$ cat src/rtl/riscv_mem_pkg.sv
// Shared definitions for the load/store path: funct3 encodings, LSU state type,
// default data-memory depth and the funct3 legality rule.
package riscv_mem_pkg;

  localparam int unsigned DEFAULT_MEM_DEPTH = 64;

  localparam logic [2:0] F3_B  = 3'b000;
  localparam logic [2:0] F3_H  = 3'b001;
  localparam logic [2:0] F3_W  = 3'b010;
  localparam logic [2:0] F3_BU = 3'b100;
  localparam logic [2:0] F3_HU = 3'b101;

  typedef enum logic [2:0] {
    IDLE,
    LOAD,
    RMW_RD,
    WRITE,
    RESP
  } lsu_state_t;

  // Stores only have signed-agnostic B/H/W; loads add the unsigned variants.
  function automatic logic f3_legal(input logic is_store, input logic [2:0] f3);
    logic ok;
    ok = 1'b0;
    if (is_store) begin
      ok = (f3 == F3_B) || (f3 == F3_H) || (f3 == F3_W);
    end else begin
      ok = (f3 == F3_B) || (f3 == F3_H) || (f3 == F3_W) ||
           (f3 == F3_BU) || (f3 == F3_HU);
    end
    return ok;
  endfunction

endpackage

$ cat src/rtl/lsu_lane_align.sv
// Combinational byte/halfword lane handling: load extraction with sign/zero
// extension, and store merge of a sub-word into an existing memory word.
module lsu_lane_align
  import riscv_mem_pkg::*;
(
  input  logic [2:0]  funct3,
  input  logic [1:0]  byte_off,
  input  logic [31:0] word,
  input  logic [31:0] wdata,
  output logic [31:0] load_data,
  output logic [31:0] store_word
);

  logic [7:0]  byte_sel;
  logic [15:0] half_sel;

  always_comb begin
    byte_sel = word[7:0];
    case (byte_off)
      2'd0:    byte_sel = word[7:0];
      2'd1:    byte_sel = word[15:8];
      2'd2:    byte_sel = word[23:16];
      default: byte_sel = word[31:24];
    endcase
    half_sel = byte_off[1] ? word[31:16] : word[15:0];
  end

  always_comb begin
    load_data = '0;
    case (funct3)
      F3_B:    load_data = {{24{byte_sel[7]}}, byte_sel};
      F3_H:    load_data = {{16{half_sel[15]}}, half_sel};
      F3_W:    load_data = word;
      F3_BU:   load_data = {24'h0, byte_sel};
      F3_HU:   load_data = {16'h0, half_sel};
      default: load_data = '0;
    endcase
  end

  always_comb begin
    store_word = word;
    case (funct3)
      F3_B: begin
        case (byte_off)
          2'd0:    store_word[7:0]   = wdata[7:0];
          2'd1:    store_word[15:8]  = wdata[7:0];
          2'd2:    store_word[23:16] = wdata[7:0];
          default: store_word[31:24] = wdata[7:0];
        endcase
      end
      F3_H: begin
        if (byte_off[1]) store_word[31:16] = wdata[15:0];
        else             store_word[15:0]  = wdata[15:0];
      end
      F3_W:    store_word = wdata;
      default: store_word = word;
    endcase
  end

endmodule

$ cat src/rtl/load_store_unit.sv
// Memory-stage controller: turns byte-addressed loads/stores into word accesses,
// with read-modify-write for sub-word stores and one response per request.
module load_store_unit
  import riscv_mem_pkg::*;
#(
  parameter int unsigned MEM_DEPTH = DEFAULT_MEM_DEPTH,
  parameter int unsigned DATA_W    = 32
) (
  input  logic              clk,
  input  logic              reset,
  input  logic              req_valid,
  output logic              req_ready,
  input  logic              req_write,
  input  logic [2:0]        req_funct3,
  input  logic [31:0]       req_addr,
  input  logic [DATA_W-1:0] req_wdata,
  output logic              resp_valid,
  output logic              resp_err,
  output logic [DATA_W-1:0] resp_rdata,
  output logic              MemRead,
  output logic              MemWrite,
  output logic [31:0]       mem_addr,
  output logic [DATA_W-1:0] mem_wdata,
  input  logic [DATA_W-1:0] MemData_out
);

  lsu_state_t  state_q, state_d;
  logic        write_q, write_d;
  logic [2:0]  funct3_q, funct3_d;
  logic [1:0]  off_q, off_d;
  logic [31:0] wdata_q, wdata_d;
  logic [31:0] idx_q, idx_d;
  logic        err_q, err_d;
  logic [31:0] rdata_q, rdata_d;
  logic [31:0] merged_q, merged_d;

  logic [31:0] req_idx;
  logic        req_misaligned;
  logic        req_oob;
  logic        req_err;
  logic [31:0] align_load;
  logic [31:0] align_store;

  lsu_lane_align u_align (
    .funct3    (funct3_q),
    .byte_off  (off_q),
    .word      (MemData_out),
    .wdata     (wdata_q),
    .load_data (align_load),
    .store_word(align_store)
  );

  always_comb begin
    req_idx        = {2'b00, req_addr[31:2]};
    req_misaligned = (((req_funct3 == F3_H) || (req_funct3 == F3_HU)) && req_addr[0]) ||
                     ((req_funct3 == F3_W) && (req_addr[1:0] != 2'b00));
    req_oob        = (req_idx >= MEM_DEPTH);
    req_err        = req_misaligned || req_oob || !f3_legal(req_write, req_funct3);
  end

  always_comb begin
    state_d  = state_q;
    write_d  = write_q;
    funct3_d = funct3_q;
    off_d    = off_q;
    wdata_d  = wdata_q;
    idx_d    = idx_q;
    err_d    = err_q;
    rdata_d  = rdata_q;
    merged_d = merged_q;

    case (state_q)
      IDLE: begin
        if (req_valid) begin
          write_d  = req_write;
          funct3_d = req_funct3;
          off_d    = req_addr[1:0];
          wdata_d  = req_wdata;
          idx_d    = req_idx;
          err_d    = req_err;
          if (req_err) begin
            rdata_d = '0;
            state_d = RESP;
          end else if (!req_write) begin
            state_d = LOAD;
          end else if (req_funct3 == F3_W) begin
            // Full-word stores skip the read; the merged word is the store data.
            merged_d = req_wdata;
            rdata_d  = '0;
            state_d  = WRITE;
          end else begin
            rdata_d = '0;
            state_d = RMW_RD;
          end
        end
      end
      LOAD: begin
        rdata_d = align_load;
        state_d = RESP;
      end
      RMW_RD: begin
        merged_d = align_store;
        state_d  = WRITE;
      end
      WRITE:   state_d = RESP;
      RESP:    state_d = IDLE;
      default: state_d = IDLE;
    endcase
  end

  always_ff @(posedge clk or posedge reset) begin
    if (reset) begin
      state_q  <= IDLE;
      write_q  <= 1'b0;
      funct3_q <= '0;
      off_q    <= '0;
      wdata_q  <= '0;
      idx_q    <= '0;
      err_q    <= 1'b0;
      rdata_q  <= '0;
      merged_q <= '0;
    end else begin
      state_q  <= state_d;
      write_q  <= write_d;
      funct3_q <= funct3_d;
      off_q    <= off_d;
      wdata_q  <= wdata_d;
      idx_q    <= idx_d;
      err_q    <= err_d;
      rdata_q  <= rdata_d;
      merged_q <= merged_d;
    end
  end

  // Strobes come straight from the registered state so they are glitch-free
  // and mutually exclusive; ready is also held low while reset is asserted.
  always_comb begin
    req_ready  = (state_q == IDLE) && !reset;
    resp_valid = (state_q == RESP);
    resp_err   = (state_q == RESP) && err_q;
    resp_rdata = rdata_q;
    MemRead    = (state_q == LOAD) || (state_q == RMW_RD);
    MemWrite   = (state_q == WRITE) && write_q;
    mem_addr   = idx_q;
    mem_wdata  = merged_q;
  end

endmodule

$ cat config.mk
export PLATFORM = sky130hd
export DESIGN_NAME = load_store_unit
export DESIGN_NICKNAME = d
export VERILOG_FILES = /design/src/rtl/riscv_mem_pkg.sv /design/src/rtl/lsu_lane_align.sv /design/src/rtl/load_store_unit.sv
export SDC_FILE = /design/constraint.sdc
export NUM_CORES = 1
export LEC_CHECK = 0
export ABC_AREA = 0
export BUFFER_PORTS_ARGS = -buffer_cell sky130_fd_sc_hd__buf_2
export CELL_PAD_IN_SITES_DETAIL_PLACEMENT = 1
export CELL_PAD_IN_SITES_GLOBAL_PLACEMENT = 1
export CORE_MARGIN = 3
export CORE_UTILIZATION = 45
export DETAILED_ROUTE_END_ITERATION = 7
export HOLD_SLACK_MARGIN = 0.15
export PLACE_DENSITY = 0.91
export SLEW_MARGIN = 40
export SYNTH_ARGS = -nofsm -noshare
export SYNTH_HDL_FRONTEND = slang
export SYNTH_HIERARCHICAL = 1
export SYNTH_SLANG_ARGS = --single-unit
$ cat constraint.sdc
create_clock -name clk -period 8.32 [get_ports clk]
set_clock_uncertainty 0.15 [all_clocks]
set_input_delay 2.08 -clock clk [delete_from_list [all_inputs] [get_ports clk]]
set_output_delay 2.08 -clock clk [all_outputs]
set_load 0.005 [all_outputs]
[Word level (Yosys, flattened, before mapping)]
Index checks and enable logic that the tools add are counted.
Word-level totals
  register bits after elaboration: 136
  bits in latches: 0
  memory bits (writable): 0
  ROM bits: 0
  input port bits: 103
  output and inout port bits: 101
  memories kept: 0
Operators by class
  add/subtract/negate cells: 0
  multipliers: 0
  div/mod/pow operators: 0
  magnitude comparators: 1
  equality and inequality tests: 19
  shifts and indexed selects: 0
  multiplexer cells: 25
  bitwise gates (word level): 0
  reductions and logical operators: 28
Operators by type and width (number)
  two-way mux 32 bit: 7
  case mux 32 bit (5 select lines): 1
  case mux 32 bit (2 select lines): 2
  case mux 32 bit (3 select lines): 1
  two-way mux 16 bit: 3
  two-way mux 8 bit: 4
  >= comparator 30 x 7 -> 1 bit, second input constant: 1
  case mux 8 bit (3 select lines): 1
  == test 3 bit, second input constant: 5
  == test 3 x 2 -> 1 bit, second input constant: 4
  == test 3 x 1 -> 1 bit, second input constant: 3
  logical NOT 3 bit: 3
  logical OR 1 bit: 9
  case mux 3 bit (3 select lines): 1
  != test 2 bit, second input constant: 4
  two-way mux 3 bit: 2
  nonzero test 2 bit: 3
  logical AND 1 bit: 5
  AND reduction 5 bit: 1
  != test 3 bit, second input constant: 1
  AND reduction 3 bit: 1
  OR reduction 3 bit: 1
  == test 2 x 1 -> 1 bit, second input constant: 1
  == test 2 bit, second input constant: 1
  other kinds (6): 8

[Logic depth before layout (Yosys ltp)]
  word-level depth: 11
  gate-level depth with buffers: 9
  depth with buffers taken out: 7

[By module]
Netlist, hierarchy kept.
Modules (own cells, without submodules)
  load_store_unit: times used 1, cells each 532, area each 6598.8 um^2
  lsu_lane_align: times used 1, cells each 252, area each 1721.7 um^2

[Worst setup path after synthesis]
No wires, ideal clock.
  kind: input to output
  start: in reset
  end: out req_ready
  arrival time: 2.186 ns
  required time: 6.090 ns
  setup slack: 3.904 ns
  stages on the path: 1
  path buffers: 0
  cell sequence: nor2_1
On the way
  longest elaborated chain between the ends: 2
RTL lines
  start, declared: RTL line load_store_unit.sv:10  | input logic reset,
  logical NOT 1 bit: RTL line load_store_unit.sv:138  | req_ready = (state_q == IDLE) && !reset;
  logical AND 1 bit: RTL line load_store_unit.sv:138
  end, declared: RTL line load_store_unit.sv:12  | output logic req_ready,
Every way passes these cells.

[Worst setup path in the final report]
Same ends and word-level chain as after synthesis.

==> impl_metrics.toml <==
[run_status]
status = "finished clean"

[setup_path]
flop_to_flop_setup_slack_ns = 5.34
worst_path_largest_cell_delay_ns = 0.13
path_buf_inv = 2
required_ns = 6.09
crit_chain = "buf_2 > nor2_1 > buf_2"
slowest_stage = "buf_2"
critical_path_peak_fanout = 2
path_common_cell = "buf_2"
worstSetupPathType = "in -> out"
crit_path_end_kind = "primary output"
critPathTopFamily = "buffers and inverters"
critical_path_arrival_ns = 2.42
worstSetupStartpointType = "input pin"

[synth]
yosys-top-cells-area = "dfrtp_1 41%, mux2_2 11%, o41ai_2 5.7%"
postSynthCellCount = 784
yosys_warnings = 6
synth.yosys.seq_area_share_pct = 40.90
synth_async_sr_flop_share_pct = 100.0
post_synth_num_cell_types = 63
synth-seq-cells = 136
netlist.top_cell.by_area = "dfrtp_1"
synth_edf_count = 0
avgSynthCellArea_um2 = 10.61
yosys.cell_count.top_type = "dfrtp_1"
synth.top_cells.by_count = "136 x dfrtp_1, 82 x mux2_2, 55 x a22oi_1"
dominantRegCellSynth = "dfrtp_1"
synthDominantCellAreaShare_pct = 40.90
post_synth_instance_area_um2 = 8320

[clocking]
cts_htree_levels = 4
cts.path.max_buffers = 2
cts_repair_resize_count = 0
clk-insertion-delay-late_ns = 0.43
cts_root_buf = "clkbuf_16"
clkSinkCount = 136
cts_buffers = 17
postCtsSetupRepairBufs = 0
cts_tree = "yes"
cts_hold_buf = 0
cts.reportedPaths.clkPinSlew_ns = 0.07

[power_and_ir_drop]
ir_worst_vdd_mv = 0.1679
leakagePower_nw = 4.625
fin_total_pwr_w = 0.001976
cellPowerDensity_nw_per_um2 = 198.6

[timing]
min_period_ns = 4.655
hold_slack_ns = 0.3520
worst_pin_slew_ns = 0.7949
setup_repair_after_global_routing_missed_its_margin = "false"
final-setup-viol-count = 0
maxClockFrequency_mhz = 214.8
timing.final.crit_share_pct = 55.95
slew_headroom_pct = 47.01
final-max-slew-violation-count = 0
minimum_setup_slack_in_the_final_design_ns = 3.665
hold_viol = 0
fin_setup_tns_ns = 0

[placement]
io_buffers = 201
place_hpwl_mm = 20.06
place_congestion = 0.9521
place_ws_ns = 3.658
placedInstanceArea_um2 = 9341

[layout]
fin_area_um2 = 9951
final_layout_size_suffix_gt1_share_pct = 40.70
design.final.nets = 1036
area_delta_synth_final_pct = 19.59

[flow_run]
max_cap_violations = 0

[global_routing]
number_of_global_route_vias_before_repair = 7999
largest_net_degree_at_the_start_of_global_routing = 72
globalRouteOverflowTotal = 0
grtUsageTotal_pct = 30.30
grt_antenna_before_repair = 1
grt_first_pass_wirelength_mm = 47.47

[floorplan]
die_width_um = 142.0
core_area_um2 = 18090
die-area_um2 = 20160
pin_count = 204
floorplan_die_height_um = 142.0
placement_rows = 49
start_util_pct = 46.00

[routing]
detailedRoute.firstIterationViolations = 1063
drc_errors = 0
detail_route.wirelength_mm = 31.26
routed_len_inst_um = 26.58
drtPass1Iterations = 8
vias = 7911
route.antenna.remaining_nets = 0
post_drt_via_cell_ratio = 6.727

[min_path]
timing.hold.worst.class = "reg -> reg"
-- kinds of logic (layout without fill, tap and decap cells) --
logic type	Yosys count	after routing	share of synthesized area, %
simple gates	181	181	13.07
buf+inv	130	291	7.113
xor+xnor	1	1	0.1053
other cells	1	3	0.04507
flops	136	136	40.90
mux	101	101	13.68
compound gates	234	234	25.08
-- registers in the layout (all words and copies together) (netlist names) --
| register | cells |
|---|---|
| mem_addr | 30 |
| funct3_q | 3 |
| err_q | 1 |
| mem_wdata | 32 |
| state_q | 3 |
| off_q | 2 |
| resp_rdata | 32 |
| write_q | 1 |
| wdata_q | 32 |
-- layout by cell type, fill, tap and decap left out, types with 17 or more instances in the layout --
cell type  count
a21oi_1       18
a22oi_1       55
a41oi_1       32
and4b_1       32
buf_2        200
clkbuf_16     17
dfrtp_1      135
inv_1         45
mux2_2        82
mux2i_1       17
nand2_1       25
nand3_1       31
nor2_1        46
o31a_1        32
o41ai_2       29
-- layout make-up --
class / instances / area, um2
clock buffers: 17 / 425.4
well taps: 229 / 286.5
inverters: 46 / 177.7
diodes: 1 / 2.502
clock inverters: 15 / 180.2
flip-flops and latches: 136 / 3405
fillers: 2010 / 8135
multi-input cells: 519 / 4368
repair buffers: 213 / 1106
-- power breakdown --
part | internal, W | switching (W) | leakage [nW]
logic | 0.000168 | 0.000237 | 2.59
clock network | 0.000455 | 0.000344 | 0.301
registers | 0.000710 | 0.0000620 | 1.74
total | 0.00133 | 0.000643 | 4.63
-- routing by layer --
layer / GRT usage [%] / vias to the layer above / wire length, um
met5: 0 / - / 0
met4: 13.43 / 0 / 1312
met3: 4.772 / 108 / 2396
met2: 49.03 / 507 / 15090
met1: 40.44 / 3962 / 12460
li1: - / 3334 / -
-- final timing paths --
kind / from / end / depth (start not counted)
max: reset / req_ready / 3
min in group asynchronous: reset / resp_rdata[16]$_DFFE_PP0P_ / 2
max reg2reg: off_q[1]$_DFFE_PP0P_ / mem_wdata[17]$_DFFE_PP0P_ / 8
min reg2reg: mem_addr[26]$_DFFE_PP0P_ / mem_addr[26]$_DFFE_PP0P_ / 1
min: mem_addr[26]$_DFFE_PP0P_ / mem_addr[26]$_DFFE_PP0P_ / 1
max in group asynchronous: reset / wdata_q[20]$_DFFE_PP0P_ / 3
-- through the flow --
step | instances | utilization, %
detailed placement | 1143 | 51.65
floorplan | 785 | -
CTS | 1175 | 55.00
finish | 1176 | 55.02
global placement | 1143 | 51.48
global route | 1176 | 55.02
No activity file was read; power rests on OpenSTA's default activity.
